--- src/rtl/dense_layer_engine_pkg.sv ---
// Shared types and elaboration helpers for the dense layer engine.
package dense_pkg;

    typedef enum logic [2:0] {
        S_IDLE  = 3'd0,
        S_BIAS  = 3'd1,
        S_MAC   = 3'd2,
        S_DRAIN = 3'd3,
        S_OUT   = 3'd4
    } state_t;

    // Ceiling log2, never below 1 so single-entry address ports keep a bit.
    function automatic int clog2(input int unsigned v);
        int r;
        r = 1;
        for (int k = 1; k < 31; k++) begin
            if ((32'd1 << k) < v) r = k + 1;
        end
        return r;
    endfunction

    function automatic bit accWidthOk(input int accW, input int xW, input int wW, input int nIn);
        return (accW >= xW + wW + clog2(nIn + 1) + 1) && (accW <= 64);
    endfunction

    function automatic logic signed [63:0] sat_signed(input logic signed [63:0] v, input int outW);
        logic signed [63:0] hi;
        logic signed [63:0] lo;
        hi = (64'sd1 <<< (outW - 1)) - 64'sd1;
        lo = -hi - 64'sd1;
        if (v > hi) return hi;
        else if (v < lo) return lo;
        else return v;
    endfunction

endpackage

--- src/rtl/dense_layer_engine_mac_pipe.sv ---
// Product register, bias-loaded accumulator and scale/saturate result register.
// Build option DENSE_RELU_EN clamps negative scaled results to zero.
module mac_pipe import dense_pkg::*; #(
    parameter int X_W       = 8,
    parameter int W_W       = 16,
    parameter int FRAC_BITS = 12,
    parameter int ACC_W     = 36,
    parameter int OUT_W     = 16
) (
    input  logic                    clk,
    input  logic                    rst,
    input  logic [X_W-1:0]          xData,
    input  logic signed [W_W-1:0]   wData,
    input  logic                    loadBias,
    input  logic                    prodEn,
    input  logic                    accEn,
    input  logic                    resLoad,
    output logic signed [OUT_W-1:0] result
);
    localparam int P_W = X_W + 1 + W_W;

    logic signed [P_W-1:0]   prod_r;
    logic signed [ACC_W-1:0] acc_r;
    logic signed [ACC_W-1:0] accNext_s;
    logic signed [ACC_W-1:0] accShift_s;
    logic signed [63:0]      satIn_s;
    logic signed [63:0]      satOut_s;

    // Next accumulator value: a bias load replaces any stale sum.
    always_comb begin
        accNext_s = acc_r;
        if (loadBias) begin
            accNext_s = ACC_W'(wData);
        end else if (accEn) begin
            accNext_s = acc_r + ACC_W'(prod_r);
        end else begin
            accNext_s = acc_r;
        end
    end

    // Scale by arithmetic shift (floor), optional ReLU, then saturate.
    always_comb begin
        accShift_s = accNext_s >>> FRAC_BITS;
        satIn_s    = 64'(accShift_s);
`ifdef DENSE_RELU_EN
        if (satIn_s < 64'sd0) begin
            satIn_s = 64'sd0;
        end else begin
            satIn_s = 64'(accShift_s);
        end
`endif
        satOut_s = sat_signed(satIn_s, OUT_W);
    end

    // Pipeline registers; x is zero-extended so the multiply stays signed.
    always_ff @(posedge clk) begin
        if (rst) begin
            prod_r <= '0;
            acc_r  <= '0;
            result <= '0;
        end else begin
            if (prodEn) prod_r <= P_W'($signed({1'b0, xData})) * P_W'(wData);
            acc_r <= accNext_s;
            if (resLoad) result <= satOut_s[OUT_W-1:0];
        end
    end

endmodule

--- src/rtl/dense_layer_engine.sv ---
// Fully-connected layer engine: sequencing FSM and RAM address generation.
// Build option DENSE_RELU_EN enables ReLU on results (see mac_pipe).
module dense_layer_engine import dense_pkg::*; #(
    parameter int N_IN      = 784,
    parameter int N_OUT     = 10,
    parameter int X_W       = 8,
    parameter int W_W       = 16,
    parameter int FRAC_BITS = 12,
    parameter int ACC_W     = 36,
    parameter int OUT_W     = 16
) (
    input  logic                                  clk,
    input  logic                                  rst,
    input  logic                                  start,
    output logic                                  busy,
    output logic                                  done,
    output logic [clog2(N_IN)-1:0]                x_addr,
    input  logic [X_W-1:0]                        x_data,
    output logic [clog2(N_OUT*(N_IN+1))-1:0]      w_addr,
    input  logic signed [W_W-1:0]                 w_data,
    output logic                                  out_valid,
    input  logic                                  out_ready,
    output logic signed [OUT_W-1:0]               out_data,
    output logic [clog2(N_OUT)-1:0]               out_idx
);
    localparam int XA_W  = clog2(N_IN);
    localparam int WA_W  = clog2(N_OUT * (N_IN + 1));
    localparam int IDX_W = clog2(N_OUT);

    if (!accWidthOk(ACC_W, X_W, W_W, N_IN)) begin : gAccCheck
        $error("dense_layer_engine: ACC_W too narrow for X_W, W_W and N_IN");
    end

    state_t           state_r;
    logic [IDX_W-1:0] jCnt_r;
    logic [WA_W-1:0]  base_r;
    logic             drain_r;
    logic             biasD1_r;
    logic             macD1_r;
    logic             macD2_r;
    logic             resLoad_s;

    assign resLoad_s = (state_r == S_DRAIN) && drain_r;

    // Layer sequencing; x_addr doubles as the input index i.
    always_ff @(posedge clk) begin
        if (rst) begin
            state_r   <= S_IDLE;
            jCnt_r    <= '0;
            base_r    <= '0;
            drain_r   <= 1'b0;
            biasD1_r  <= 1'b0;
            macD1_r   <= 1'b0;
            macD2_r   <= 1'b0;
            busy      <= 1'b0;
            done      <= 1'b0;
            out_valid <= 1'b0;
            out_idx   <= '0;
            x_addr    <= '0;
            w_addr    <= '0;
        end else begin
            done     <= 1'b0;
            biasD1_r <= (state_r == S_BIAS);
            macD1_r  <= (state_r == S_MAC);
            macD2_r  <= macD1_r;
            case (state_r)
                S_IDLE: begin
                    if (start) begin
                        state_r <= S_BIAS;
                        jCnt_r  <= '0;
                        base_r  <= '0;
                        w_addr  <= '0;
                        busy    <= 1'b1;
                    end
                end
                S_BIAS: begin
                    state_r <= S_MAC;
                    x_addr  <= '0;
                    w_addr  <= base_r + WA_W'(1);
                end
                S_MAC: begin
                    if (x_addr == XA_W'(N_IN - 1)) begin
                        state_r <= S_DRAIN;
                        drain_r <= 1'b0;
                    end else begin
                        x_addr <= x_addr + XA_W'(1);
                        w_addr <= w_addr + WA_W'(1);
                    end
                end
                S_DRAIN: begin
                    if (drain_r) begin
                        state_r   <= S_OUT;
                        out_valid <= 1'b1;
                        out_idx   <= jCnt_r;
                    end else begin
                        drain_r <= 1'b1;
                    end
                end
                S_OUT: begin
                    if (out_ready) begin
                        out_valid <= 1'b0;
                        if (jCnt_r == IDX_W'(N_OUT - 1)) begin
                            state_r <= S_IDLE;
                            busy    <= 1'b0;
                            done    <= 1'b1;
                        end else begin
                            state_r <= S_BIAS;
                            jCnt_r  <= jCnt_r + IDX_W'(1);
                            base_r  <= base_r + WA_W'(N_IN + 1);
                            w_addr  <= base_r + WA_W'(N_IN + 1);
                        end
                    end
                end
                default: state_r <= S_IDLE;
            endcase
        end
    end

    mac_pipe #(
        .X_W(X_W), .W_W(W_W), .FRAC_BITS(FRAC_BITS), .ACC_W(ACC_W), .OUT_W(OUT_W)
    ) uMac (
        .clk(clk),
        .rst(rst),
        .xData(x_data),
        .wData(w_data),
        .loadBias(biasD1_r),
        .prodEn(macD1_r),
        .accEn(macD2_r),
        .resLoad(resLoad_s),
        .result(out_data)
    );

endmodule

--- config.mk ---
export PLATFORM = sky130hd
export DESIGN_NAME = dense_layer_engine
export DESIGN_NICKNAME = d
export VERILOG_FILES = /design/src/rtl/dense_layer_engine_pkg.sv /design/src/rtl/dense_layer_engine_mac_pipe.sv /design/src/rtl/dense_layer_engine.sv
export SDC_FILE = /design/constraint.sdc
export NUM_CORES = 1
export LEC_CHECK = 0
export ABC_AREA = 1
export ABC_CLOCK_PERIOD_IN_PS = 6200
export CELL_PAD_IN_SITES_DETAIL_PLACEMENT = 0
export CELL_PAD_IN_SITES_GLOBAL_PLACEMENT = 1
export CORE_ASPECT_RATIO = 1.75
export CORE_MARGIN = 2
export CORE_UTILIZATION = 45
export DETAILED_ROUTE_END_ITERATION = 10
export PLACE_DENSITY_LB_ADDON = 0.25
export REMOVE_ABC_BUFFERS = 1
export SYNTH_ARGS = -nofsm -noshare
export SYNTH_HDL_FRONTEND = slang
export SYNTH_SLANG_ARGS = --single-unit
--- constraint.sdc ---
create_clock -name clk -period 6.2 [get_ports clk]
set_input_delay 1.24 -clock clk [delete_from_list [all_inputs] [get_ports clk]]
set_output_delay 1.24 -clock clk [all_outputs]
set_load 0.05 [all_outputs]
==> impl_results.md <==
- Setup TNS: 0 ns
- Max Root-Sink Buffers: 2
- Number of global-route vias before repair: 13000
- RSZ-0062 raised after global routing: no
- Clock insertion delay at the later pin of the skew report: 0.44 ns
- Number of warnings issued by yosys: 0
- Worst setup skew after layout: 0.0116 ns
- Main flop type after synthesis: sky130_fd_sc_hd__dfxtp_1
- Synth Register Bits: 131
- Max-cap violation count: 0
- Detailed-route wire length: approximately 37 mm
- Startpoint of the lowest-slack register-to-register path: uMac.prod_r[24]
- Clock H-tree levels: 4
- Highest net fanout along the worst path: 6
- Post-place setup slack: -0.286 ns
- Die width: 133 um
- Cell Area, Synth: around 13000 um2
- Number of port buffers: between 70 and 80
- CTS tree: done
- Total gr overflow: 0
- Fraction of final layout cells sized beyond drive strength 1: 9.39%
- Worst path arrival time: 6.29 ns
- Wire length of the first global-routing pass: 60.4 mm
- CP endpoint kind: flop
- Yosys top cell by area: sky130_fd_sc_hd__dfxtp_1
- Fraction of registers with async set or reset after synthesis: 0%
- Pin count of the biggest net entering global routing: 62
- DIE HEIGHT: roughly 230 um
- Peak per-stage delay on the critical path: roughly 0.59 ns
- Max-slew violation count: 0
- Antenna violations before repair: 0
- Hold Violations, Final: 0
- Max transition margin: 43.7%
- Post-CTS clock slew at the launch and capture registers of the worst setup and hold paths: 0.06 ns
- Effective utilization at floorplan: 45.8%
- Count of buffers added by post-CTS timing repair for setup: 0
- Number of setup violations in the final report: 0
- DPL Wire Length: 30.7 mm
- Nets: 2295
- Peak supply drop: 240 uV
- Standard-cell row count: 82
- Clk sinks: 131
- Cell count after synthesis: between 1500 and 2000
- Total global-route track usage: 25.0%
- Post-layout minimum cycle time: 5.90 ns
- Die outline area: 30600 um2
- Post-route antenna net violation count: 0
- Hold buffers post-CTS: 0
- Drt drc: 0
- Worst Hold Launch: drain_r
- Cell Pwr Density: roughly 400 nW/um2
- DRC marker count from the first detailed-route iteration: 457
- Share of the clock period used by the worst path: 95.2%
- Leading post-synthesis cells by cell area: sky130_fd_sc_hd__dfxtp_1 20%, sky130_fd_sc_hd__fa_1 16%, sky130_fd_sc_hd__nand2_1 14%, sky130_fd_sc_hd__inv_1 12%, sky130_fd_sc_hd__ha_1 8.6%
- Leak Pwr: 8.15 nW
- Least setup slack across all paths after layout: between 0.2 and 0.3 ns
- Post-synthesis average cell area: 6.67 um2
- Setup crit start kind: input pin
- Cell family contributing the most delay on the critical path: adder cells
- Run status: finished clean
- Average via count per standard cell: 4.98
- Share of the yosys chip area belonging to registers: 20.0%
- Critical path cell sequence: clkdlybuf4s50_1 -> buf_4 -> nand2_1 -> inv_1 -> fa_1 -> fa_1 -> inv_1 -> fa_1 -> inv_1 -> fa_1 -> ha_1 -> nand2_1 -> nor4_2 -> nand4_1 -> nand3_1 -> nand3_1 -> nand2_1 -> nor2_1 -> o21ai_0 -> o211ai_1 -> inv_1
- Launching instance or port of the critical path: w_data[15]
- Fmax: 0.169 GHz
- Fraction of post-synthesis cell area in the top cell type by area: 20.0%
- Boundary Pins: 74
- N_diodes: 0
- Placeable core region: between 20000 and 30000 um2
- Buffers plus inverters on the worst setup path: 6
- 1st-pass router iterations: 4
- Layout Area Growth over Synthesis: 17.6%
- Number of synthesized flops with an enable pin: 0
- Slowest cell on the critical path: sky130_fd_sc_hd__clkdlybuf4s50_1
- Crit Path Class: input pin to flop
- Fin util: 53.9%
- Actual slew at the worst max-slew pin: 0.844 ns
- Path type of the worst min-delay path: flop to flop
- Final-layout fill cell count: 2870
- Post-layout power: 6.15 mW
- Routed wire length per instance: 14.9 um
- Required time worst endpoint: 6.59 ns
- Total vias in the final route: about 12000
- Cell variety after synth: 51
- Clock root buffer: sky130_fd_sc_hd__clkbuf_16
- Routability-driven placement congestion ratio: 0.941
- Number of buffers created by CTS: 17
## repair_timing
action | in CTS | in global routing
gates resized for setup | 0 | 1
endpoints found under the hold margin | 0 | 0
endpoints found under the setup margin | 0 | 2
## cell usage in the layout (no fill, tap or decap), types with 18 or more instances in the layout
cell type                         count
sky130_fd_sc_hd__a31oi_1             27
sky130_fd_sc_hd__dfxtp_1            131
sky130_fd_sc_hd__fa_1               103
sky130_fd_sc_hd__buf_4               81
sky130_fd_sc_hd__inv_1              422
sky130_fd_sc_hd__nand3_1             65
sky130_fd_sc_hd__nor2_1             170
sky130_fd_sc_hd__nand2_1            475
sky130_fd_sc_hd__nand2_2             26
sky130_fd_sc_hd__xor2_1              18
sky130_fd_sc_hd__o21ai_0            120
sky130_fd_sc_hd__ha_1                90
sky130_fd_sc_hd__clkdlybuf4s50_1     72
sky130_fd_sc_hd__a21oi_1             99
## worst reg2reg max path: stages (launching register included)
cell and delay (ns):
sky130_fd_sc_hd__dfxtp_1 0.73, sky130_fd_sc_hd__ha_1 0.43, sky130_fd_sc_hd__a21oi_1 0.26, sky130_fd_sc_hd__o21ai_0 0.16, sky130_fd_sc_hd__inv_1 0.08, sky130_fd_sc_hd__nand2_1 0.05
sky130_fd_sc_hd__a21oi_1 0.22, sky130_fd_sc_hd__nand2_1 0.09, sky130_fd_sc_hd__nand2_1 0.06, sky130_fd_sc_hd__nand3_1 0.08, sky130_fd_sc_hd__nand2_1 0.10, sky130_fd_sc_hd__nand2_1 0.07
sky130_fd_sc_hd__nor2_2 0.21, sky130_fd_sc_hd__nand3_2 0.15, sky130_fd_sc_hd__a21oi_4 0.50, sky130_fd_sc_hd__a21oi_1 0.14
## cells in the mapped netlist (2+ instances only)
| cell | n |
|---|---|
| sky130_fd_sc_hd__a21boi_0 | 2 |
| sky130_fd_sc_hd__a21o_1 | 5 |
| sky130_fd_sc_hd__a21oi_1 | 99 |
| sky130_fd_sc_hd__a21oi_2 | 12 |
| sky130_fd_sc_hd__a22oi_1 | 2 |
| sky130_fd_sc_hd__a31oi_1 | 27 |
| sky130_fd_sc_hd__and2_1 | 2 |
| sky130_fd_sc_hd__buf_2 | 4 |
| sky130_fd_sc_hd__buf_6 | 2 |
| sky130_fd_sc_hd__clkbuf_1 | 63 |
| sky130_fd_sc_hd__clkinv_1 | 4 |
| sky130_fd_sc_hd__dfxtp_1 | 131 |
| sky130_fd_sc_hd__fa_1 | 103 |
| sky130_fd_sc_hd__ha_1 | 90 |
| sky130_fd_sc_hd__inv_1 | 422 |
| sky130_fd_sc_hd__inv_2 | 6 |
| sky130_fd_sc_hd__nand2_1 | 475 |
| sky130_fd_sc_hd__nand2_2 | 26 |
| sky130_fd_sc_hd__nand3_1 | 65 |
| sky130_fd_sc_hd__nand3_2 | 5 |
| sky130_fd_sc_hd__nand3b_1 | 5 |
| sky130_fd_sc_hd__nand4_1 | 8 |
| sky130_fd_sc_hd__nor2_1 | 170 |
| sky130_fd_sc_hd__nor2_2 | 9 |
| sky130_fd_sc_hd__nor3_1 | 12 |
| sky130_fd_sc_hd__nor3_2 | 2 |
| sky130_fd_sc_hd__nor3b_1 | 2 |
| sky130_fd_sc_hd__nor4_1 | 2 |
| sky130_fd_sc_hd__o211ai_1 | 9 |
| sky130_fd_sc_hd__o21ai_0 | 120 |
| sky130_fd_sc_hd__o21ai_1 | 3 |
| sky130_fd_sc_hd__o21bai_1 | 9 |
| sky130_fd_sc_hd__o221ai_1 | 10 |
| sky130_fd_sc_hd__or2_2 | 9 |
| sky130_fd_sc_hd__xnor2_1 | 17 |
| sky130_fd_sc_hd__xor2_1 | 18 |
## per-layer routing
layer,vias up,routed length [um],global-route usage (%)
met5,-,0,0
met4,0,2400,16.2
met3,113,696,2.38
met2,216,21200,52.1
met1,5702,12400,21.6
li1,6256,-,-
## power by group
part	leakage (nW)	internal [mW]	switching, mW
clock	0.307	0.725	0.392
sequential	1.07	1.05	0.160
combinational	6.77	1.48	2.35
## sequential cells by signal, summed over array words and instances (netlist names), 3 cells and up
signal       flops
uMac.result     16
uMac.acc_r      36
uMac.prod_r     25
state_r          3
jCnt_r           4
base_r          13
out_idx          4
w_addr          13
x_addr          10
## metrics by stage
stage / hold WS, ns / instance area, um2 / cells
global placement: 0.453 / 14800 / 2433
finish: 0.462 / 15400 / 2465
floorplan: 0.434 / 12800 / 1894
detailed placement: 0.457 / 14800 / 2433
global route: 0.496 / 15400 / 2465
CTS: 0.465 / 15400 / 2465
## layout make-up
cell class              instances  area (um2)  area share, %
clock inverters                12         204           1.32
well taps                     378         473           3.07
clock buffers                  20         447           2.90
multi-input cells            1331        8580           55.6
flip-flops and latches        131        2620           17.0
inverters                     432        1620           10.5
repair buffers                161        1470           9.56
## kinds of logic after synthesis
kind of cell | after synthesis | synth area share [%]
AOI/OAI and AO/OA | 308 | 13.5
xor gates and xnor gates | 35 | 2.34
and+or+nand+nor | 795 | 25.2
adders and majority gates | 193 | 24.3
buffers and inverters | 503 | 14.7
DFF | 131 | 20.0
## worst paths after layout
kind                                        end  slack (ns)  cells past startpoint
worst min-delay path                    drain_r        0.46                      2
worst min register to register          drain_r        0.46                      2
worst max-delay path            uMac.prod_r[23]        0.30                     21
worst max register to register   uMac.result[2]        2.73                     15
Note: power is estimated with default switching activity, not from simulation.
